### config.mk
export PLATFORM = sky130hd
export DESIGN_NAME = fifo_wr_arbiter_flat
export DESIGN_NICKNAME = d
export VERILOG_FILES = /design/src/rtl/fifo_wr_arbiter_if.sv /design/src/rtl/fifo_wr_arbiter.sv /design/src/flat_wrapper.sv
export SDC_FILE = /design/constraint.sdc
export NUM_CORES = 1
export LEC_CHECK = 0
export BUFFER_PORTS_ARGS = -buffer_cell sky130_fd_sc_hd__buf_4
export CAP_MARGIN = 20
export CORE_ASPECT_RATIO = 0.75
export CORE_MARGIN = 4
export CORE_UTILIZATION = 44
export DETAILED_ROUTE_END_ITERATION = 10
export HOLD_SLACK_MARGIN = 0.1
export MAX_ROUTING_LAYER = met4
export PLACE_DENSITY = 0.76
export SLEW_MARGIN = 5
export SYNTH_ARGS = -nofsm -noshare
export SYNTH_HDL_FRONTEND = slang
export SYNTH_SLANG_ARGS = --single-unit
### constraint.sdc
create_clock -name clk -period 2.36 [get_ports clk]
set_clock_uncertainty 0.15 [all_clocks]
set_input_delay 0.354 -clock clk [delete_from_list [all_inputs] [get_ports clk]]
set_output_delay 0.354 -clock clk [all_outputs]
set_load 0.03 [all_outputs]
### src/rtl/fifo_wr_arbiter_if.sv
// Producer/FIFO-write bundle for fifo_wr_arbiter: per-requester beat handshake
// plus the FIFO write port and arbiter status.
interface fifo_wr_arbiter_if #(
  parameter int NUM_REQ    = 4,
  parameter int DATA_WIDTH = 8
);
  localparam int GW = $clog2(NUM_REQ);

  logic [NUM_REQ-1:0]            req_valid;
  logic [NUM_REQ-1:0]            req_last;
  logic [NUM_REQ*DATA_WIDTH-1:0] req_data;
  logic [NUM_REQ-1:0]            req_ready;
  logic                          fifo_full;
  logic                          fifo_wr_cs;
  logic                          fifo_wr_en;
  logic [DATA_WIDTH-1:0]         fifo_data_in;
  logic                          busy;
  logic [GW-1:0]                 grant_id;

  modport slave (
    input  req_valid, req_last, req_data, fifo_full,
    output req_ready, fifo_wr_cs, fifo_wr_en, fifo_data_in, busy, grant_id
  );

  modport master (
    output req_valid, req_last, req_data, fifo_full,
    input  req_ready, fifo_wr_cs, fifo_wr_en, fifo_data_in, busy, grant_id
  );
endinterface

### src/rtl/fifo_wr_arbiter.sv
// Round-robin write-side arbiter: grants one producer at a time for a burst
// (req_last or MAX_BURST beats) and steers its beats onto the FIFO write port.
module fifo_wr_arbiter #(
  parameter int NUM_REQ    = 4,
  parameter int DATA_WIDTH = 8,
  parameter int MAX_BURST  = 16
) (
  input  logic             clk,
  input  logic             rst,
  fifo_wr_arbiter_if.slave bus
);
  localparam int GW = $clog2(NUM_REQ);

  localparam logic [0:0] ST_IDLE  = 1'b0;
  localparam logic [0:0] ST_BURST = 1'b1;

  logic [0:0]    r_state;
  logic [GW-1:0] r_rr_ptr;
  logic [GW-1:0] r_grant_id;
  logic [7:0]    r_beat_cnt;

  logic [GW-1:0] w_pick;
  logic [GW-1:0] w_next_ptr;
  logic          w_any_valid;
  logic          w_in_burst;
  logic          w_ready;
  logic          w_accept;
  logic          w_end;

  // First valid requester at or above ptr, wrapping at NUM_REQ (not 2**GW).
  function automatic logic [GW-1:0] f_rr_pick(input logic [NUM_REQ-1:0] valid,
                                              input logic [GW-1:0]      ptr);
    logic [GW-1:0] pick;
    logic          found;
    int unsigned   idx;
    pick  = ptr;
    found = 1'b0;
    for (int unsigned k = 0; k < NUM_REQ; k++) begin
      idx = 32'(ptr) + k;
      if (idx >= 32'(NUM_REQ)) idx = idx - 32'(NUM_REQ);
      if (!found && valid[GW'(idx)]) begin
        pick  = GW'(idx);
        found = 1'b1;
      end
    end
    return pick;
  endfunction

  assign w_any_valid = |bus.req_valid;
  assign w_pick      = f_rr_pick(bus.req_valid, r_rr_ptr);
  assign w_in_burst  = (r_state == ST_BURST);
  assign w_ready     = w_in_burst && !bus.fifo_full;
  assign w_accept    = w_ready && bus.req_valid[r_grant_id];
  assign w_end       = w_accept &&
                       (bus.req_last[r_grant_id] || (r_beat_cnt == 8'(MAX_BURST - 1)));
  assign w_next_ptr  = (r_grant_id == GW'(NUM_REQ - 1)) ? '0 : r_grant_id + GW'(1);

  always_comb begin
    bus.req_ready = '0;
    if (w_ready) bus.req_ready[r_grant_id] = 1'b1;
  end

  assign bus.fifo_wr_en   = w_accept;
  assign bus.fifo_wr_cs   = w_accept;
  // Data is forced to zero outside an accept so the write bus is quiet in IDLE/reset.
  assign bus.fifo_data_in = w_accept ? bus.req_data[r_grant_id*DATA_WIDTH +: DATA_WIDTH] : '0;
  assign bus.busy         = w_in_burst;
  assign bus.grant_id     = r_grant_id;

  always_ff @(posedge clk or negedge rst) begin
    if (!rst) begin
      r_state    <= ST_IDLE;
      r_rr_ptr   <= '0;
      r_grant_id <= '0;
      r_beat_cnt <= '0;
    end else begin
      case (r_state)
        ST_IDLE: begin
          if (w_any_valid) begin
            r_grant_id <= w_pick;
            r_beat_cnt <= '0;
            r_state    <= ST_BURST;
          end
        end
        ST_BURST: begin
          if (w_accept) begin
            r_beat_cnt <= r_beat_cnt + 8'd1;
            if (w_end) begin
              r_rr_ptr <= w_next_ptr;
              r_state  <= ST_IDLE;
            end
          end
        end
        default: r_state <= ST_IDLE;
      endcase
    end
  end
endmodule
### src/flat_wrapper.sv
// flat-port wrapper written by rule: the top's interface ports become plain ports
module fifo_wr_arbiter_flat 
#(
  parameter int NUM_REQ    = 4,
  parameter int DATA_WIDTH = 8,
  parameter int MAX_BURST  = 16
)
  (clk, rst, bus_req_valid, bus_req_last, bus_req_data, bus_fifo_full, bus_req_ready, bus_fifo_wr_cs, bus_fifo_wr_en, bus_fifo_data_in, bus_busy, bus_grant_id);
  fifo_wr_arbiter_if #(.NUM_REQ(NUM_REQ), .DATA_WIDTH(DATA_WIDTH)) bus_i ();
  input  logic clk;
  input  logic rst;
  input wire logic [$bits(bus_i.req_valid)-1:0] bus_req_valid;
  input wire logic [$bits(bus_i.req_last)-1:0] bus_req_last;
  input wire logic [$bits(bus_i.req_data)-1:0] bus_req_data;
  input wire logic [$bits(bus_i.fifo_full)-1:0] bus_fifo_full;
  output wire logic [$bits(bus_i.req_ready)-1:0] bus_req_ready;
  output wire logic [$bits(bus_i.fifo_wr_cs)-1:0] bus_fifo_wr_cs;
  output wire logic [$bits(bus_i.fifo_wr_en)-1:0] bus_fifo_wr_en;
  output wire logic [$bits(bus_i.fifo_data_in)-1:0] bus_fifo_data_in;
  output wire logic [$bits(bus_i.busy)-1:0] bus_busy;
  output wire logic [$bits(bus_i.grant_id)-1:0] bus_grant_id;
  assign bus_i.req_valid = bus_req_valid;
  assign bus_i.req_last = bus_req_last;
  assign bus_i.req_data = bus_req_data;
  assign bus_i.fifo_full = bus_fifo_full;
  assign bus_req_ready = bus_i.req_ready;
  assign bus_fifo_wr_cs = bus_i.fifo_wr_cs;
  assign bus_fifo_wr_en = bus_i.fifo_wr_en;
  assign bus_fifo_data_in = bus_i.fifo_data_in;
  assign bus_busy = bus_i.busy;
  assign bus_grant_id = bus_i.grant_id;
  fifo_wr_arbiter #(.NUM_REQ(NUM_REQ), .DATA_WIDTH(DATA_WIDTH), .MAX_BURST(MAX_BURST)) u_core (.clk(clk), .rst(rst), .bus(bus_i));
endmodule
==> Implementation_results.wiki <==
{| class="wikitable"
! Metric !! Value
|-
| Area of the placeable core || 2346 sq um
|-
| Number of sinks handled by clock tree synthesis || 13
|-
| R2R Setup Slk || 420 ps
|-
| Routed vias || 1097
|-
| Setup TNS after final layout || 0 ps
|-
| Switching power || 0.0007022 W
|-
| Number of flip-flops and latches in the synthesized netlist || 13
|-
| Arrival time of data at the critical path endpoint || 1770 ps
|-
| Maximum level of the CTS H-tree || 1
|-
| Final cell area excluding filler cells || 1617 sq um
|-
| Netlist cell types || 33
|-
| Insertion delay to the later sink of the worst-skew pair || 270 ps
|-
| Ratio of total power to cell area || 938.3 nW/um^2
|-
| Total gr overflow || 0
|-
| Fraction of the yosys area taken by sequential cells || 0.2951
|-
| Hold Worst Slack || 266.0 ps
|-
| Max Freq || 439.2 MHz
|-
| Gate family responsible for the most delay along the worst path || multiplexers
|-
| Total DRC errors in the routed layout || 0
|-
| Buffers plus inverters on the worst setup path || 2
|-
| Max cap viols || 0
|-
| Routability Congestion || 0.8724
|-
| Final net count || 219
|-
| Worst-path cell chain || buf_6, mux4_2, and3_1, buf_4
|-
| Synth Flop Type || dfrtp_1
|-
| Critical path capture point type || output port
|-
| Antenna Violating Nets Remaining || 0
|-
| Via density per instance || 5.377
|-
| Diode insertion count for antenna repair || 0
|-
| Worst hold-check path type || primary input to register
|-
| Share of the cycle needed by the critical path after routing || 0.9649
|-
| Clock tree from TritonCTS || done
|-
| CTS max path bufs || 2
|-
| Switching share of power || 0.4630
|-
| Mapped Area || 1102 sq um
|-
| Slew Viols, Final || 0
|-
| Final count of hold timing violations || 0
|-
| Dpl hpwl || 2610 microns
|-
| Clock slew seen by the registers of the worst setup and hold paths || 80 ps
|-
| Clock power frac || 0.092
|-
| Total internal power || 0.0008145 W
|-
| Final critical delay including setup and external delays || 2277 ps
|-
| Pre-antenna DRT Iters || 4
|-
| Layout-stage area growth over the synthesis result || 46.65%
|-
| Synth Net Count || 156
|-
| Number of synthesized flops with an enable pin || 0
|-
| Largest stage delay on the critical path || 520 ps
|-
| Mean post-synth cell area || 10.21 sq um
|-
| Relative contribution of sequential cells to total power || 0.247
|-
| Worst vdd rail ir drop || 0.6652 mV
|-
| Floorplan die area || 3378 sq um
|-
| Cell count of the worst reg-to-reg path || 5
|-
| Critical path start-end classification || register to output port
|-
| Overall Global Routing Usage || 0.2089
|-
| Number of buffers created by CTS || 3
|-
| Result of the run || complete, no violations
|-
| Starting density of the core || 0.4699
|-
| Post-synthesis async set-or-reset flop share || 1.000
|-
| Slew of the pin with the lowest slew margin || 580.5 ps
|-
| Most common cell after layout, fill and taps aside || buf_4
|-
| Port Buffers || 59
|-
| Worst path required time || 1860 ps
|-
| Max-slew headroom || 0.6130
|-
| Number of DRC markers after the initial detailed-route iteration || 45
|-
| Root Buffer Master || clkbuf_4
|-
| Number of instances in the synthesized netlist || 108
|-
| Area post-placement || 1575 sq um
|-
| Via count of the first global-routing pass || 1194
|-
| Yosys warnings || 0
|-
| Final setup slack of the worst path || 82.93 ps
|-
| Initial antenna violation count || 0
|-
| Critical path depth in cells || 4
|-
| Per-cell routed wire length || 15.78 microns
|-
| CP startpoint kind || register
|-
| Share of cells above drive strength 1 || 0.4647
|-
| Reg-to-reg critical path endpoint || u_core.r_rr_ptr[1]$_DFFE_PN0P_
|-
| Number of top-level design ports || 60
|-
| FP Rows || 15
|-
| Leak Pwr || 0.8302 nW
|-
| Comb power frac || 0.661
|-
| Final wirelength || 3219 microns
|-
| Unrepaired setup endpoints after global routing || false
|-
| Highest-delay cell along the critical path || mux4_2
|-
| Crit path launch || u_core.bus.grant_id[0]$_DFFE_PN0P_
|-
| Leading cell types in the layout, fill and taps excluded || 61 x buf_4, 12 x dfrtp_1, 11 x and3_1
|-
| Launch point of the worst reg-to-reg path || u_core.bus.grant_id[0]$_DFFE_PN0P_
|-
| Maximum number of pins on one net before global-route repair || 17
|-
| Buffer count from post-CTS setup fixing || 0
|-
| Count of final setup violators || 0
|-
| Capture point of the critical path || bus_fifo_data_in[1]
|-
| Wire length of the first global-routing pass || 5285 microns
|-
| Die Y-Extent || 51.35 microns
|-
| Worst slack after detailed placement || 292.3 ps
|-
| Maximum fanout along the worst path || 12
|-
| Fillers || 202
|-
| Floorplan die width || 65.80 microns
|-
| Tot Pwr || 0.001517 W
|}
[cells in the mapped netlist, drive strengths merged (2+ instances only)]
cell type  count  area share
and3          11       0.062
mux2i          3       0.027
a21oi          3       0.017
ha             5       0.057
inv            5       0.017
nand2         10       0.041
o21ai          6       0.027
nor2b          4       0.023
o22ai          3       0.023
mux4          10        0.21
dfrtp         13        0.30
xor2           3       0.024
buf            4       0.028
nand3          6       0.027
nor2           6       0.020
nand4          2       0.011
and2           5       0.028
[power groups by stage]
stage,registers [W],clock network [W],logic (W)
final,0.000375,0.000140,0.00100
after floorplan,0.000396,0,0.000668
after CTS,0.000372,0.000145,0.00100
after detailed placement,0.000376,0,0.000991
after global routing,0.000385,0.000155,0.00109
after global placement,0.000372,0,0.000980
[per-layer routing]
metal,GRT usage,routed length [microns]
met3,0.05275,108
met4,0.02414,46
met5,-,0
met1,0.2393,1399
met2,0.3794,1664
[flip-flops by register name, summed over array words and instances, names as in the netlist]
name	count
u_core.r_beat_cnt	8
u_core.bus.grant_id	2
u_core.r_rr_ptr	2
u_core.bus.busy	1
[area by class of cell]
cell class              instances  area (sq um)  share of cell area
inverters                       5         18.77             0.01161
clock buffers                   4         26.28             0.01625
well taps                      34         42.54             0.02632
repair buffers                 63         479.2              0.2964
flip-flops and latches         13         326.6              0.2020
multi-input cells              85         723.2              0.4474
[per-stage QoR]
| step | utilization | cells |
|---|---|---|
| final | 0.6891 | 204 |
| after global routing | 0.6891 | 204 |
| after CTS | 0.6885 | 204 |
| after detailed placement | 0.6715 | 199 |
| after global placement | 0.6715 | 199 |
| after floorplan | - | 108 |
[logic make-up after synthesis]
family | after synthesis | share of synthesized area
AO/OA/AOI/OAI | 16 | 0.09762
XOR/XNOR | 3 | 0.02384
adder cells (fa/ha/maj) | 5 | 0.05675
buffers and inverters | 10 | 0.04879
flip-flops | 13 | 0.2951
multiplexers | 13 | 0.2350
AND/OR/NAND/NOR | 48 | 0.2429
[worst min-delay path, cell delays in order]
cell and delay (ps):
buf_4 110, o2111ai_1 110, o21ai_0 80
[timing repair]
item	4_1_cts	5_1_grt
gates resized for setup	1	1
hold endpoints to repair	13	0
hold buffers	1	0
setup endpoints to repair	5	10
[worst min path at each step]
stage / startpoint / to / slack, ps / depth (start not counted)
final: bus_req_valid[1] / u_core.bus.grant_id[0]$_DFFE_PN0P_ / 270 / 3
after floorplan: rst / u_core.bus.busy$_DFF_PN0_ / -90 / 0
after global routing: bus_req_valid[3] / u_core.bus.grant_id[1]$_DFFE_PN0P_ / 280 / 3
after global placement: rst / u_core.r_beat_cnt[4]$_DFFE_PN0P_ / 60 / 1
after CTS: bus_req_valid[1] / u_core.bus.grant_id[0]$_DFFE_PN0P_ / 260 / 3
after detailed placement: rst / u_core.r_beat_cnt[4]$_DFFE_PN0P_ / 60 / 1
Note: power is estimated with default switching activity, not from simulation.
